`src/rtl/gen_lane_serializer.sv`:
```
// Parallel-to-serial lane emitter: one COUNT-lane frame out as ordered beats.
// Optional out_par port when GEN_LANE_SERIALIZER_PARITY_EN is defined.
module gen_lane_serializer #(
  parameter int COUNT = 10,
  parameter int WIDTH = 8,
  localparam int IDX_W = (COUNT > 1) ? $clog2(COUNT) : 1
) (
  input  logic                   clk,
  input  logic                   rst,
  input  logic                   in_valid,
  output logic                   in_ready,
  input  logic [COUNT*WIDTH-1:0] in_data,
  output logic                   out_valid,
  input  logic                   out_ready,
  output logic [WIDTH-1:0]       out_data,
  output logic [IDX_W-1:0]       out_idx,
  output logic                   out_last,
`ifdef GEN_LANE_SERIALIZER_PARITY_EN
  output logic                   out_par,
`endif
  output logic                   busy
);

  typedef enum logic {
    IDLE = 1'b0,
    SEND = 1'b1
  } state_t;

  localparam logic [IDX_W-1:0] LAST = IDX_W'(COUNT - 1);

  state_t                 state;
  logic [IDX_W-1:0]       idx;
  logic [COUNT*WIDTH-1:0] frame;
  logic [WIDTH-1:0]       lane;
  logic                   act;

  always_ff @(posedge clk) begin
    if (rst) begin
      state <= IDLE;
      idx   <= '0;
      frame <= '0;
    end else begin
      unique case (state)
        IDLE: begin
          if (in_valid) begin
            frame <= in_data;
            idx   <= '0;
            state <= SEND;
          end
        end
        SEND: begin
          if (out_ready) begin
            if (idx == LAST) begin
              idx   <= '0;
              state <= IDLE;
            end else begin
              idx <= idx + 1'b1;
            end
          end
        end
        default: state <= IDLE;
      endcase
    end
  end

  always_comb begin
    lane = '0;
    for (int k = 0; k < COUNT; k++) begin
      if (idx == IDX_W'(k)) lane = frame[k*WIDTH +: WIDTH];
    end
  end

  // Reset gates every output immediately, not just from the next edge.
  assign act       = (state == SEND) && !rst;
  assign in_ready  = (state == IDLE) && !rst;
  assign out_valid = act;
  assign busy      = act;
  assign out_data  = act ? lane : '0;
  assign out_idx   = act ? idx : '0;
  assign out_last  = act && (idx == LAST);

`ifdef GEN_LANE_SERIALIZER_PARITY_EN
  assign out_par = ^out_data;
`endif

endmodule

```
`config.mk`:
```
export PLATFORM = sky130hd
export DESIGN_NAME = gen_lane_serializer
export DESIGN_NICKNAME = d
export VERILOG_FILES = /design/src/rtl/gen_lane_serializer.sv
export SDC_FILE = /design/constraint.sdc
export NUM_CORES = 1
export LEC_CHECK = 0
export ABC_AREA = 1
export BUFFER_PORTS_ARGS = -buffer_cell sky130_fd_sc_hd__buf_2
export CAP_MARGIN = 20
export CORE_ASPECT_RATIO = 0.6
export CORE_MARGIN = 5
export CORE_UTILIZATION = 54
export CTS_CLUSTER_SIZE = 30
export DETAILED_ROUTE_END_ITERATION = 16
export MAX_ROUTING_LAYER = met4
export PLACE_DENSITY_LB_ADDON = 0.1
export SLEW_MARGIN = 0
export SYNTH_ARGS = -nofsm -noshare
export SYNTH_HDL_FRONTEND = slang
export SYNTH_SLANG_ARGS = --single-unit
```
`constraint.sdc`:
```
create_clock -name clk -period 3.3 [get_ports clk]
set_input_delay 0.165 -clock clk [delete_from_list [all_inputs] [get_ports clk]]
set_output_delay 0.165 -clock clk [all_outputs]
set_load 0.01 [all_outputs]
```
==> Yosys cells after proc, flatten, opt, wreduce, memory -nomap -nowiden <==
Cells that the tools add are included.
{ "op_classes": {"n_reduce_logical": 7, "eq_ne": 11, "add_sub_neg": 1, "n_bitwise": 1, "mux": 20} }
{ "ops": {"columns": ["op", "count"], "rows": [
  ["2-to-1 mux 8 bit", 11],
  ["equality test 4 x 3 -> 1 bit, second input constant", 4],
  ["2-to-1 mux 4 bit", 4],
  ["equality test 4 x 2 -> 1 bit, second input constant", 2],
  ["equality test 4 bit, second input constant", 2],
  ["case mux 4 bit (2 select lines)", 1],
  ["adder 4 x 1 -> 4 bit, second input constant", 1],
  ["equality test 4 x 1 -> 1 bit, second input constant", 1],
  ["logical NOT 4 bit", 1],
  ["!= test 2 bit, second input constant", 2],
  ["AND reduction 2 bit", 2],
  ["logical AND 1 bit", 3],
  ["2-to-1 mux 1 bit", 3],
  ["case mux 1 bit (2 select lines)", 1],
  ["logical NOT 1 bit", 1],
  ["inverter 1 bit", 1]
]} }
{ "totals": {"inputBits": 84, "output_inout_bits": 16, "elab_cells": 43, "ff_bits": 85} }

==> Depth between registers and ports, before layout <==
Gate-level depths: netlist of run 1.
{ "logic_depth": {"word_depth": 12, "ltp_mapped": 12, "mapped_depth_nobuf": 11} }

==> Worst setup path before layout of run 1 <==
No wires, ideal clock.
{ "synth_path": {"path_type": "flip-flop to output port", "start": "register idx[3]", "end": "output out_data[0]", "arrival_time_ns": 1.340, "setup_slack_ns": 1.795, "stages_incl_launch_ff": 11, "required_ns": 3.135, "path_buffers": 1, "cell_sequence": "dfxtp_1 > nor2_2 > nand2_2 > buf_6 > or2_0 > nand2_1 > nand4_1 > nand2_1 > nand3_1 > nand2_1 > inv_1"} }
{ "synth_between": {"elab_chain_len": 12, "elab_cells_between_ends": 21, "cone_classes": "eq/ne: 9; mux: 11; reduce/logical: 1"} }
{ "synth_lines": {"columns": ["item", "line_no", "rtl"], "rows": [
  ["start, declared", "32", "logic [IDX_W-1:0] idx;"],
  ["start signal, assigned", "57", "idx <= idx + 1'b1;"],
  ["logical NOT 4 bit", "69", "if (idx == IDX_W'(k)) lane = frame[k*WIDTH +: WIDTH];"],
  ["2-to-1 mux 8 bit (9 in a row)", "69", null],
  ["2-to-1 mux 8 bit (*)", "69", null],
  ["2-to-1 mux 8 bit (*)", "78", "assign out_data = act ? lane : '0;"],
  ["end, declared", "15", "output logic [WIDTH-1:0] out_data,"]
]} }
Every way passes the cells marked *; elsewhere a longest branch is shown, timed or not.

==> Worst setup path in the final report of run 1 <==
{ "layout_path": {"start": "register idx[1]", "end": "output out_data[5]"} }
Same word-level chain as after synthesis.

==> flow_metrics.tcl, run 1 <==
set metrics [dict create \
    status "finished clean" \
    die_w_um 118 \
    maxCapViolations 0 \
    drv_slew 0 \
    hp-class "in2reg" \
    syn_nets 658 \
    synth_seq_cells 85 \
    yosys.area.top_type "dfxtp_1" \
    place.gp.congestion 0.927 \
    pre_cts_slack_ns 1.33 \
    power_leakage_uw 0.00221 \
    syn_area_sq_um 3800 \
    mostFrequentLayoutCells "nor2_1 (174), buf_2 (99), o21ai_0 (91)" \
    drcViolationCount 0 \
    ys_types 22 \
    yosys-top-cells-area "dfxtp_1 (45%), nor2_1 (17%), o21ai_0 (12%), nand2_1 (8.6%), inv_1 (4.0%)" \
    relSlewSlack 0.527 \
    area_growth_pct 20.4 \
    fin_crit_ns 2.38 \
    synthCells 574 \
    core_sq_um 6760 \
    start_util 0.562 \
    io_buffers 99 \
    startpoint_type "register" \
    rsz0062_at_grt "false" \
    pin_count 100 \
    via_per_inst 5.26 \
    placed_cells_incl_taps 733 \
    root_buffer "clkbuf_16" \
    holdBufCountCts 0 \
    drt_pass1_iterations 5 \
    ctsHtreeMaxLevel 3 \
    cts_resized 0 \
    fin_ws_ns 0.921 \
    die_area_sq_um 8870 \
    grt_start_max_net_pins 88 \
    grt_util_all_layers 0.260 \
    post-cts-setup-buffers 0 \
    fillers 630 \
    die_h_um 75.0 \
    wl_um 10900 \
    drive_gt1_frac 0.201 \
    cts_max_path_buffers 2 \
    netlist.area_leader.share 0.448 \
    antenna_found_initial 0 \
    clkSinkCount 85 \
    cts_tree "yes" \
    yosys_warnings 0 \
    final_common_cell "nor2_1" \
    seq_area_frac_synth 0.448 \
    crit_fanout 12 \
    grt_pass1_wl_um 17700 \
    powerDensity_nw_per_um2 512 \
    setup_viol 0 \
    hpwl_um 7980 \
    antenna_cells 0 \
    fin_tns_setup_ns 0 \
    cp.arrival_ns 2.21 \
    required_ns 3.13 \
    worst-setup-path-type "reg2out" \
    clock_latency_ns 0.34 \
    hold_viol_final 0 \
    rows 23 \
    nets 741 \
    whs_ns 0.0723 \
    period_share 0.721 \
    power.total_uw 2340 \
    stdcell_count 749 \
    path_clk_slew_ns 0.06 \
    worst_slew_pin_slew_ns 0.709 \
    num_vias 3936 \
    cp-end-kind "output pin" \
    clock_skew_ns 0.00639 \
    drt_iter0_drc 385 \
    numCtsBuffers 9 \
    grt_pass1_vias 3622 \
    clock.fmax_ghz 0.420 \
    syn_avg_cell_area_sq_um 6.62 \
    ir_drop_uv 371 \
    avgRoutedWirePerCell_um 14.6 \
    antenna_left 0 \
    grt.overflow.total 0 \
]
==> area by class of cell <==
| type | instances | area (sq um) | share of cell area |
|---|---|---|---|
| well taps | 87 | 109 | 0.0238 |
| inverters | 41 | 154 | 0.0336 |
| clock buffers | 12 | 236 | 0.0517 |
| flip-flops and latches | 85 | 1700 | 0.372 |
| repair buffers | 102 | 531 | 0.116 |
| clock inverters | 4 | 25.0 | 0.00547 |
| multi-input cells | 418 | 1820 | 0.397 |
==> worst max-delay path: stages, from the launching register on <==
cell,delay (ns)
dfxtp_1,0.44
inv_2,0.09
nor2_2,0.19
nand2_2,0.18
or2_2,0.31
nand2_1,0.08
nand4_1,0.09
nor2_1,0.17
nand3_1,0.09
nand2_1,0.07
inv_1,0.03
buf_2,0.13
==> state kept, by name, summed over array words and instances (netlist names) <==
signal / count
frame: 80
idx: 4
state: 1
==> cells in the mapped netlist <==
cell type,number
nor2_1,174
o21ai_0,91
nand2_1,87
dfxtp_1,85
inv_1,40
nand3_1,21
clkbuf_1,20
a21oi_1,17
or2_2,8
nand4_1,7
buf_1,5
nor2_2,4
buf_2,3
or2_0,3
nor2_4,2
a221oi_1,1
buf_4,1
buf_6,1
inv_2,1
nand2_2,1
o221ai_1,1
or2_1,1
==> metrics by stage <==
step / area [sq um] / util
4_1_cts: 4570 / 0.676
2_1_floorplan: 3800 / -
3_5_place_dp: 4310 / 0.638
6_report: 4570 / 0.676
5_1_grt: 4570 / 0.676
3_3_place_gp: 4290 / 0.635
==> logic make-up (layout without fill, tap and decap cells) <==
group	count (synthesis)	in the layout	share of synthesized area
AOI/OAI and AO/OA	110	110	0.147
buffers and inverters	71	159	0.0741
DFF	85	85	0.448
and+or+nand+nor	308	308	0.331
==> final timing paths <==
path / cells after the start / from / endpoint / slack [ns]
min: 3 / in_data[51] / frame[51] / 0.07
max: 11 / idx[1] / out_data[5] / 0.92
max reg2reg: 5 / state / idx[2] / 1.53
min reg2reg: 2 / frame[19] / frame[19] / 0.47
==> power by group <==
| group | switching, uW | leakage [uW] | internal, uW |
|---|---|---|---|
| Clock | 395 | 0.000123 | 507 |
| Combinational | 174 | 0.00138 | 112 |
| Sequential | 48.8 | 0.000704 | 1110 |
==> metal layers <==
metal / vias up / part of all wire / wire length [um] / GRT usage
li1: 1980 / - / - / -
met1: 1771 / 0.49 / 5300 / 0.359
met2: 169 / 0.41 / 4520 / 0.372
met3: 16 / 0.089 / 969 / 0.0736
met4: 0 / 0.011 / 115 / 0.0751
met5: - / 0 / 0 / -
No activity file was read; power rests on OpenSTA's default activity.
==> run 2: changes to the inputs <==
CORE_UTILIZATION = 52   (was 54)
clock period = 2.3 ns   (was 3.3 ns; I/O delays follow)
==> run 2 against run 1 <==
Net effect:
- first-iteration DRC count is 16% lower
- clock skew is 0.0025 ns lower
- clock power rose by 77%
- highest routed layer unchanged
- global-route usage fell by 2.1 points
- largest cell class unchanged
- routed wire length down 2.5%
==> flow_metrics.tcl, run 2 (synthesis gave the netlist of run 1 again) <==
set metrics [dict create \
    grt_util_all_layers 0.238 \
    hpwl_um 7610 \
    status "finished clean" \
    relSlewSlack 0.460 \
    maxCapViolations 0 \
    nets 747 \
    pin_count 100 \
    whs_ns 0.00938 \
    cts_max_path_buffers 2 \
    path_cells "inv_1, nand2_1, nor2_4, inv_1, or2_2, nand2_1, nand3_1, nand2_1, a21oi_1, buf_2" \
    io_buffers 99 \
    drv_slew 0 \
    clkSinkCount 85 \
    grt_pass1_vias 3574 \
    area_growth_pct 24.7 \
    cp_slowest_stage_delay_ns 0.34 \
    cp-end-kind "output pin" \
    powerDensity_nw_per_um2 775 \
    holdBufCountCts 0 \
    grt.overflow.total 0 \
    cts_tree "yes" \
    die_area_sq_um 9170 \
    ff_latch_area_sq_um 1700 \
    fillers 644 \
    antenna_found_initial 0 \
    clock.fmax_ghz 0.467 \
    largestRegisters "frame: 80 flops, idx: 4 flops, state: 1 flops" \
    final_common_cell "nor2_1" \
    fin_crit_ns 2.14 \
    start_util 0.529 \
    ctsHtreeMaxLevel 3 \
    regMostFlops "frame" \
    ir_drop_uv 487 \
    numCtsBuffers 9 \
    clock_latency_ns 0.34 \
    grt_pass1_wl_um 17200 \
    crit_fanout 6 \
    rows 24 \
    period_share 0.930 \
    slowest_stage "dfxtp_1" \
    antenna_left 0 \
    power_leakage_uw 0.00230 \
    drcViolationCount 0 \
    path_clk_slew_ns 0.06 \
    num_vias 3899 \
    root_buffer "clkbuf_16" \
    crit_buf_inv 3 \
    hp-class "in2reg" \
    setup_viol 0 \
    place.gp.congestion 0.949 \
    multi_input_area_sq_um 1840 \
    wl_um 10600 \
    core_sq_um 7180 \
    required_ns 2.18 \
    mostFrequentLayoutCells "nor2_1 (173), buf_2 (99), o21ai_0 (91)" \
    via_per_inst 5.14 \
    die_h_um 76.2 \
    worst-setup-path-type "reg2out" \
    fin_ws_ns 0.160 \
    avgRoutedWirePerCell_um 14.0 \
    drt_pass1_iterations 4 \
    worst_slew_pin_slew_ns 0.809 \
    startpoint_type "register" \
    pre_cts_slack_ns 0.463 \
    largest_reg_flops 80 \
    die_w_um 120 \
    drt_iter0_drc 322 \
    hold_viol_final 0 \
    crit_top_cell "nand2_1" \
    clock_skew_ns 0.00392 \
    antenna_cells 0 \
    drive_gt1_frac 0.222 \
    grt_start_max_net_pins 88 \
    cp.arrival_ns 2.02 \
    critPathTopFamily "simple AND/OR/NAND/NOR gates" \
]
-- run 2: stage by stage --
stage / area (sq um) / instances / setup TNS [ns] / utilization / power, uW
after floorplan: 3800 / 574 / 0 / - / 1920
after global placement: 4360 / 741 / 0 / 0.608 / 2080
after detailed placement: 4360 / 741 / 0 / 0.608 / 2100
after CTS: 4700 / 757 / 0 / 0.654 / 3690
after global routing: 4740 / 759 / -0.00196 / 0.660 / 3840
final: 4740 / 759 / 0 / 0.660 / 3670
-- run 2: metal layers --
| layer | vias up | global-route usage | share of wire |
|---|---|---|---|
| li1 | 1993 | - | - |
| met1 | 1744 | 0.347 | 0.50 |
| met2 | 151 | 0.321 | 0.41 |
| met3 | 11 | 0.0705 | 0.076 |
| met4 | 0 | 0.0600 | 0.012 |
| met5 | - | - | 0 |
-- run 2: worst paths after layout --
| check | to | slack (ns) | cells after the start | start |
|---|---|---|---|---|
| setup / recovery | out_data[7] | 0.16 | 10 | idx[3] |
| hold / removal | idx[3] | 0.009 | 2 | rst |
| setup reg to reg | idx[3] | 0.74 | 9 | idx[0] |
| hold reg to reg | frame[20] | 0.47 | 2 | frame[20] |
-- run 2: cell type report --
cell class                 instances  area share
sequential                        85       0.360
clock inverter                     5      0.0174
timing repair buffer             108       0.124
clock buffer                      11      0.0533
tap                               91      0.0240
inverter                          41      0.0325
multi-input combinational        418       0.389
-- run 2: report_power, final --
group / internal (uW) / switching [uW] / total, uW
Clock: 1010 / 586 / 1600
Sequential: 1590 / 67.8 / 1650
Combinational: 169 / 251 / 420
Total: 2770 / 905 / 3670
-- run 2: timing repair --
action	CTS	global route
buffers inserted	0	2
setup endpoints to repair	0	8
resized for setup	0	9
